`config.mk`:
```
export PLATFORM = sky130hd
export DESIGN_NAME = branch_history_table
export DESIGN_NICKNAME = d
export VERILOG_FILES = /design/src/rtl/branch_history_table.sv
export SDC_FILE = /design/constraint.sdc
export NUM_CORES = 1
export LEC_CHECK = 0
export CAP_MARGIN = 20
export CORE_MARGIN = 2
export CORE_UTILIZATION = 40
export DETAILED_ROUTE_END_ITERATION = 10
export PLACE_DENSITY_LB_ADDON = 0.15
export SLEW_MARGIN = 20
export SYNTH_ARGS = -nofsm -noshare
export SYNTH_HDL_FRONTEND = slang
export SYNTH_SLANG_ARGS = --single-unit
export TNS_END_PERCENT = 100
```
`constraint.sdc`:
```
create_clock -name clk -period 5.5 [get_ports clk]
set_input_delay 1.1 -clock clk [delete_from_list [all_inputs] [get_ports clk]]
set_output_delay 1.1 -clock clk [all_outputs]
set_load 0.02 [all_outputs]
```
`src/rtl/branch_history_table.sv`:
```
// branch_history_table
//   Direct-mapped table of 2-bit saturating branch-direction counters with a
//   one-cycle registered lookup and a write-first bypass from the update port.
//
//   Optional feature macro: BHT_TAG_EN
//     When defined, every entry also carries a valid bit and a TAG_W partial
//     tag. A lookup hits only on a valid entry with a matching tag. An update
//     that misses allocates the entry.
//     When undefined, there is no tag or valid storage and predict_hit is 1.
//
//   Ports
//     clk          : single clock, all state changes on its rising edge
//     rstn         : synchronous active-low reset
//     lookup_valid : IF stage presents a new fetch PC this cycle
//     lookup_pc    : fetch PC to predict
//     predict      : registered taken prediction (held while lookup_valid=0)
//     predict_hit  : registered tag-hit flag (constant 1 without BHT_TAG_EN)
//     upd_valid    : EX resolved a branch this cycle
//     upd_pc       : PC of the resolved branch
//     upd_taken    : resolved direction, 1 = taken
`ifndef WORD
`define WORD 31:0
`endif

module branch_history_table #(
    parameter int IDX_W = 6,
    parameter int TAG_W = 8
) (
    input  logic         clk,
    input  logic         rstn,
    input  logic         lookup_valid,
    input  logic [`WORD] lookup_pc,
    output logic         predict,
    output logic         predict_hit,
    input  logic         upd_valid,
    input  logic [`WORD] upd_pc,
    input  logic         upd_taken
);

    localparam int ENTRIES = 1 << IDX_W;
    localparam int PC_W    = $bits(lookup_pc);

    // Counter encoding: 00 strong-NT, 01 weak-NT, 10 weak-T, 11 strong-T.
    function automatic logic [1:0] sat_update(input logic [1:0] cnt, input logic taken);
        logic [1:0] res;
        res = cnt;
        if (taken && cnt != 2'b11)
            res = cnt + 2'b01;
        else if (!taken && cnt != 2'b00)
            res = cnt - 2'b01;
        return res;
    endfunction

    logic [1:0]       cnt_tbl [ENTRIES];
    logic [IDX_W-1:0] idx_l;
    logic [IDX_W-1:0] idx_u;
    logic             bypass;
    logic [1:0]       upd_cnt;
    logic [1:0]       look_cnt;
    logic             look_hit;

    assign idx_l  = lookup_pc[IDX_W+1:2];
    assign idx_u  = upd_pc[IDX_W+1:2];
    assign bypass = upd_valid && (idx_u == idx_l);

`ifdef BHT_TAG_EN
    logic             vld_tbl [ENTRIES];
    logic [TAG_W-1:0] tag_tbl [ENTRIES];
    logic [TAG_W-1:0] tag_l;
    logic [TAG_W-1:0] tag_u;
    logic             upd_hit;
    logic             hit_p1;

    assign tag_l = lookup_pc[IDX_W+TAG_W+1:IDX_W+2];
    assign tag_u = upd_pc[IDX_W+TAG_W+1:IDX_W+2];

    logic unused_pc_bits;
    assign unused_pc_bits = ^{lookup_pc[PC_W-1:IDX_W+TAG_W+2], lookup_pc[1:0],
                              upd_pc[PC_W-1:IDX_W+TAG_W+2], upd_pc[1:0]};

    always_comb begin
        upd_hit = vld_tbl[idx_u] && (tag_tbl[idx_u] == tag_u);
        upd_cnt = sat_update(cnt_tbl[idx_u], upd_taken);
        // A missing update allocates with a weak counter toward its direction.
        if (!upd_hit)
            upd_cnt = upd_taken ? 2'b10 : 2'b01;
        // Write-first: a same-index update is seen as if already written.
        if (bypass) begin
            look_cnt = upd_cnt;
            look_hit = (tag_u == tag_l);
        end else begin
            look_cnt = cnt_tbl[idx_l];
            look_hit = vld_tbl[idx_l] && (tag_tbl[idx_l] == tag_l);
        end
    end

    assign predict_hit = hit_p1;
`else
    logic unused_pc_bits;
    assign unused_pc_bits = ^{lookup_pc[PC_W-1:IDX_W+2], lookup_pc[1:0],
                              upd_pc[PC_W-1:IDX_W+2], upd_pc[1:0], (TAG_W > 0)};

    always_comb begin
        upd_cnt  = sat_update(cnt_tbl[idx_u], upd_taken);
        look_cnt = bypass ? upd_cnt : cnt_tbl[idx_l];
        look_hit = 1'b1;
    end

    assign predict_hit = 1'b1;
`endif

    // ---- stage p0 -> p1: table write and registered prediction ----
    always_ff @(posedge clk) begin
        if (!rstn) begin
            for (int i = 0; i < ENTRIES; i++) begin
                cnt_tbl[i] <= 2'b01;
`ifdef BHT_TAG_EN
                vld_tbl[i] <= 1'b0;
`endif
            end
            predict <= 1'b0;
`ifdef BHT_TAG_EN
            hit_p1  <= 1'b0;
`endif
        end else begin
            if (upd_valid) begin
                cnt_tbl[idx_u] <= upd_cnt;
`ifdef BHT_TAG_EN
                vld_tbl[idx_u] <= 1'b1;
                tag_tbl[idx_u] <= tag_u;
`endif
            end
            // Without a new fetch the outputs hold for the stalled IF stage.
            if (lookup_valid) begin
                predict <= look_cnt[1] & look_hit;
`ifdef BHT_TAG_EN
                hit_p1  <= look_hit;
`endif
            end
        end
    end

endmodule
```
==> impl_results.md <==
* Data required, critical path at 5630 ps
* Largest family of logic cells by synthesized area: simple AND/OR/NAND/NOR gates
* Compound-gate portion of the synthesized area at 9.22%
* Worst skew pair latency at 420 ps
* Hold Vio Cnt, Final at 0
* Worst reg2reg path depth at 11
* Pin count of the biggest net entering global routing at 67
* Clock Tree Buf Depth at 2
* Via density at 6.25
* Drt pass-1 iters at 5
* Vias at 5353
* VDD IR max at 0.233 mV
* CTS Buf Count at 17
* Sw power at 0.000713 W
* Port Buffer Count at 17
* Maxcap violations at 0
* Antenna Cells at 0
* RSZ-0062 raised after global routing: no
* Final period util at 85.6%
* First-pass GRT wire length at 32900 microns
* Die height at 140 microns
* Hold_buf cts at 0
* Number of flops mapped to enable cells by yosys at 128
* Hold Crit Depth at 2
* RD Place Congestion at 0.832
* Post-synthesis average cell area at 11.8 sq um
* Leak Pwr at 2.48 nW
* WL final at 21400 microns
* Synth Cell Area at 7380 sq um
* Clock root buffer: clkbuf_16
* Synthesized Nets at 694
* Final setup viols at 0
* #FFs+latches synth at 129
* Setup CP Type: in -> reg
* Post-DRT Antenna Nets at 0
* Worst setup EP type: register
* Fin. max-slew vios at 0
* Post-synthesis mux area share at 15.3%
* Die W at 140 microns
* Starting Density at 41.0%
* Power per cell area at 321 nW/um^2
* CP startpoint kind: input port
* # H-tree levels at 4
* Clock transition at path regs at 60 ps
* Setup_tns at 0 ps
* Global route overflow at 0
* Synth Area in Simple Gates at 15.3%
* Internal power at 0.00194 W
* Hpwl dp at 14100 microns
* Critical path peak fanout at 23
* NumNets Final at 686
* Synthesized netlist cell count at 623
* Clock power frac at 43.2%
* Origin of the critical flop-to-flop path: cnt_tbl[27][1]
* Placement Rows at 49
* Fraction of synthesized cell area in xor and xnor cells at 1.08%
* WL/cell at 25.0 microns
* Logic pwr share at 14.9%
* Worst Path Arrival at 4840 ps
* Adder-cell share of the synthesized area at 0.339%
* Die footprint at 19600 sq um
* Fin crit period at 4710 ps
* Post-CTS Setup Inserts at 0
* Share of flip-flops with an asynchronous set or reset at 0%
* Antenna violations before repair at 0
* GRT Util Overall at 22.6%
* Layout cells sized above 1 at 18.8%
* Iter 0 DRT Violations at 596
* Min-Delay Path Class: reg -> reg
* Switching share of power at 26.8%
* Core area at 18000 sq um
* Outcome: finished clean
* Sequential element share of the synthesized area at 52.3%
* Clk sinks at 129
* Resized cells post-CTS at 0
* Vias in the first global route at 5380
* Worst Hold Path EP: predict
* R2r setup slk at 1830 ps
* DRC Markers at 0
* Yosys cell types at 59
* Max Freq at 212 MHz
* Hold path start: predict
* Worst r2r dst: cnt_tbl[27][0]
* Area Overhead vs Synth at 12.3%
* CTS tree: built
* I/O pin count at 71
* Clock Skew at 7.69 ps
* Ys flop type: edfxtp_1
* Sequential Power Share at 42.0%
* Synth Warn # at 0
* Least-Margin Pin Slew at 1180 ps
* Post-layout util at 46.0%
* Worst relative slew slack at 20.7%
==> worst max-delay path by stage <==
stage | from | to | slack [ps] | cells after the start
floorplan | upd_pc[3] | cnt_tbl[10][0] | 1670 | 11
global placement | upd_pc[3] | cnt_tbl[26][0] | 470 | 13
detailed placement | upd_pc[3] | cnt_tbl[25][0] | 390 | 13
CTS | upd_pc[3] | cnt_tbl[25][0] | 790 | 13
global route | upd_pc[3] | cnt_tbl[24][0] | 580 | 14
finish | upd_pc[3] | cnt_tbl[27][0] | 790 | 13
==> cells in the mapped netlist, types with 5 or more instances <==
| master | number | area [sq um] |
|---|---|---|
| inv_1 | 9 | 33.8 |
| mux2i_1 | 22 | 220 |
| nand4_1 | 25 | 156 |
| nand2b_1 | 6 | 37.5 |
| o21ai_0 | 71 | 355 |
| clkbuf_1 | 42 | 158 |
| a22o_1 | 5 | 43.8 |
| edfxtp_1 | 128 | 3840 |
| buf_2 | 15 | 75.1 |
| buf_4 | 5 | 37.5 |
| xor2_1 | 6 | 52.6 |
| mux4_2 | 30 | 676 |
| nor3b_1 | 5 | 37.5 |
| buf_6 | 13 | 146 |
| a21oi_1 | 5 | 25.0 |
| mux2_2 | 9 | 101 |
| nor3_1 | 69 | 345 |
| nor2b_1 | 5 | 31.3 |
| nand3_1 | 17 | 85.1 |
| nand2_1 | 40 | 150 |
| nor2_1 | 32 | 120 |
==> routing by layer <==
metal	wire [microns]	share of wire (%)	global-route usage (%)
met1	9180	43	31.3
met2	10300	48	35.6
met3	1630	7.6	5.71
met4	303	1.4	6.26
met5	0	0	0
==> stage by stage <==
stage | power [W] | hold slack (ps) | instances | setup slack (ps) | area, sq um
finish | 0.00266 | 532 | 856 | 791 | 8290
global route | 0.00274 | 559 | 856 | 577 | 8290
CTS | 0.00267 | 535 | 856 | 795 | 8290
detailed placement | 0.00153 | 525 | 825 | 394 | 7690
global placement | 0.00152 | 502 | 825 | 470 | 7690
floorplan | 0.00142 | 580 | 623 | 1670 | 7380
==> power by group through the flow <==
stage | combinational, W | clock [W] | sequential (W)
2_1_floorplan | 0.000294 | 0 | 0.00113
3_3_place_gp | 0.000387 | 0 | 0.00113
3_5_place_dp | 0.000395 | 0 | 0.00113
4_1_cts | 0.000395 | 0.00116 | 0.00111
5_1_grt | 0.000422 | 0.00121 | 0.00112
6_report | 0.000395 | 0.00115 | 0.00111
==> critical path, stage by stage <==
cell	delay (ps)
buf_2	490
buf_12	240
nor2b_1	590
a221oi_1	160
o21ai_0	180
o211ai_1	300
inv_1	110
and3_1	180
ha_1	200
mux2i_1	170
xnor2_4	710
buf_12	250
nand4_1	120
==> cell families after synthesis <==
logic type      count (synthesis)
other cells                     1
compound gates                111
buf+inv                        86
simple gates                  220
xor+xnor                        7
mux                            67
fa+ha+maj                       2
flops                         129
==> flip-flops by register name, indices dropped and copies added (netlist names) <==
| name | cells |
|---|---|
| cnt_tbl | 128 |
| predict | 1 |
==> cell usage in the layout, fill, tap and decap left out, types with 3 or more instances in the layout <==
cell and n:
edfxtp_1 128, o21ai_0 71, nor3_1 69, nand2_1 40, nor2_1 32, mux4_2 30, buf_4 28, nand4_1 25
mux2i_1 22, nand3_1 17, clkbuf_16 17, clkdlybuf4s50_1 13, inv_1 9, mux2_2 9, nand2b_1 6, xor2_1 6
nor2b_1 5, a21oi_1 5, nor3b_1 5, a22o_1 5, clkinvlp_4 5, buf_12 5, and2_1 4, o22ai_1 4
mux4_1 4, a22oi_1 4, buf_2 4, and3_1 3, nand3b_1 3, a221oi_1 3, clkinv_4 3, bufinv_16 3
==> final cells by class <==
| type | instances | area [sq um] |
|---|---|---|
| sequential | 129 | 3860 |
| inverter | 9 | 33.8 |
| multi-input combinational | 408 | 3050 |
| clock buffer | 17 | 425 |
| timing repair buffer | 50 | 460 |
| clock inverter | 14 | 168 |
| fill | 1671 | 9740 |
| tap | 229 | 287 |
Note: power is estimated with default switching activity, not from simulation.
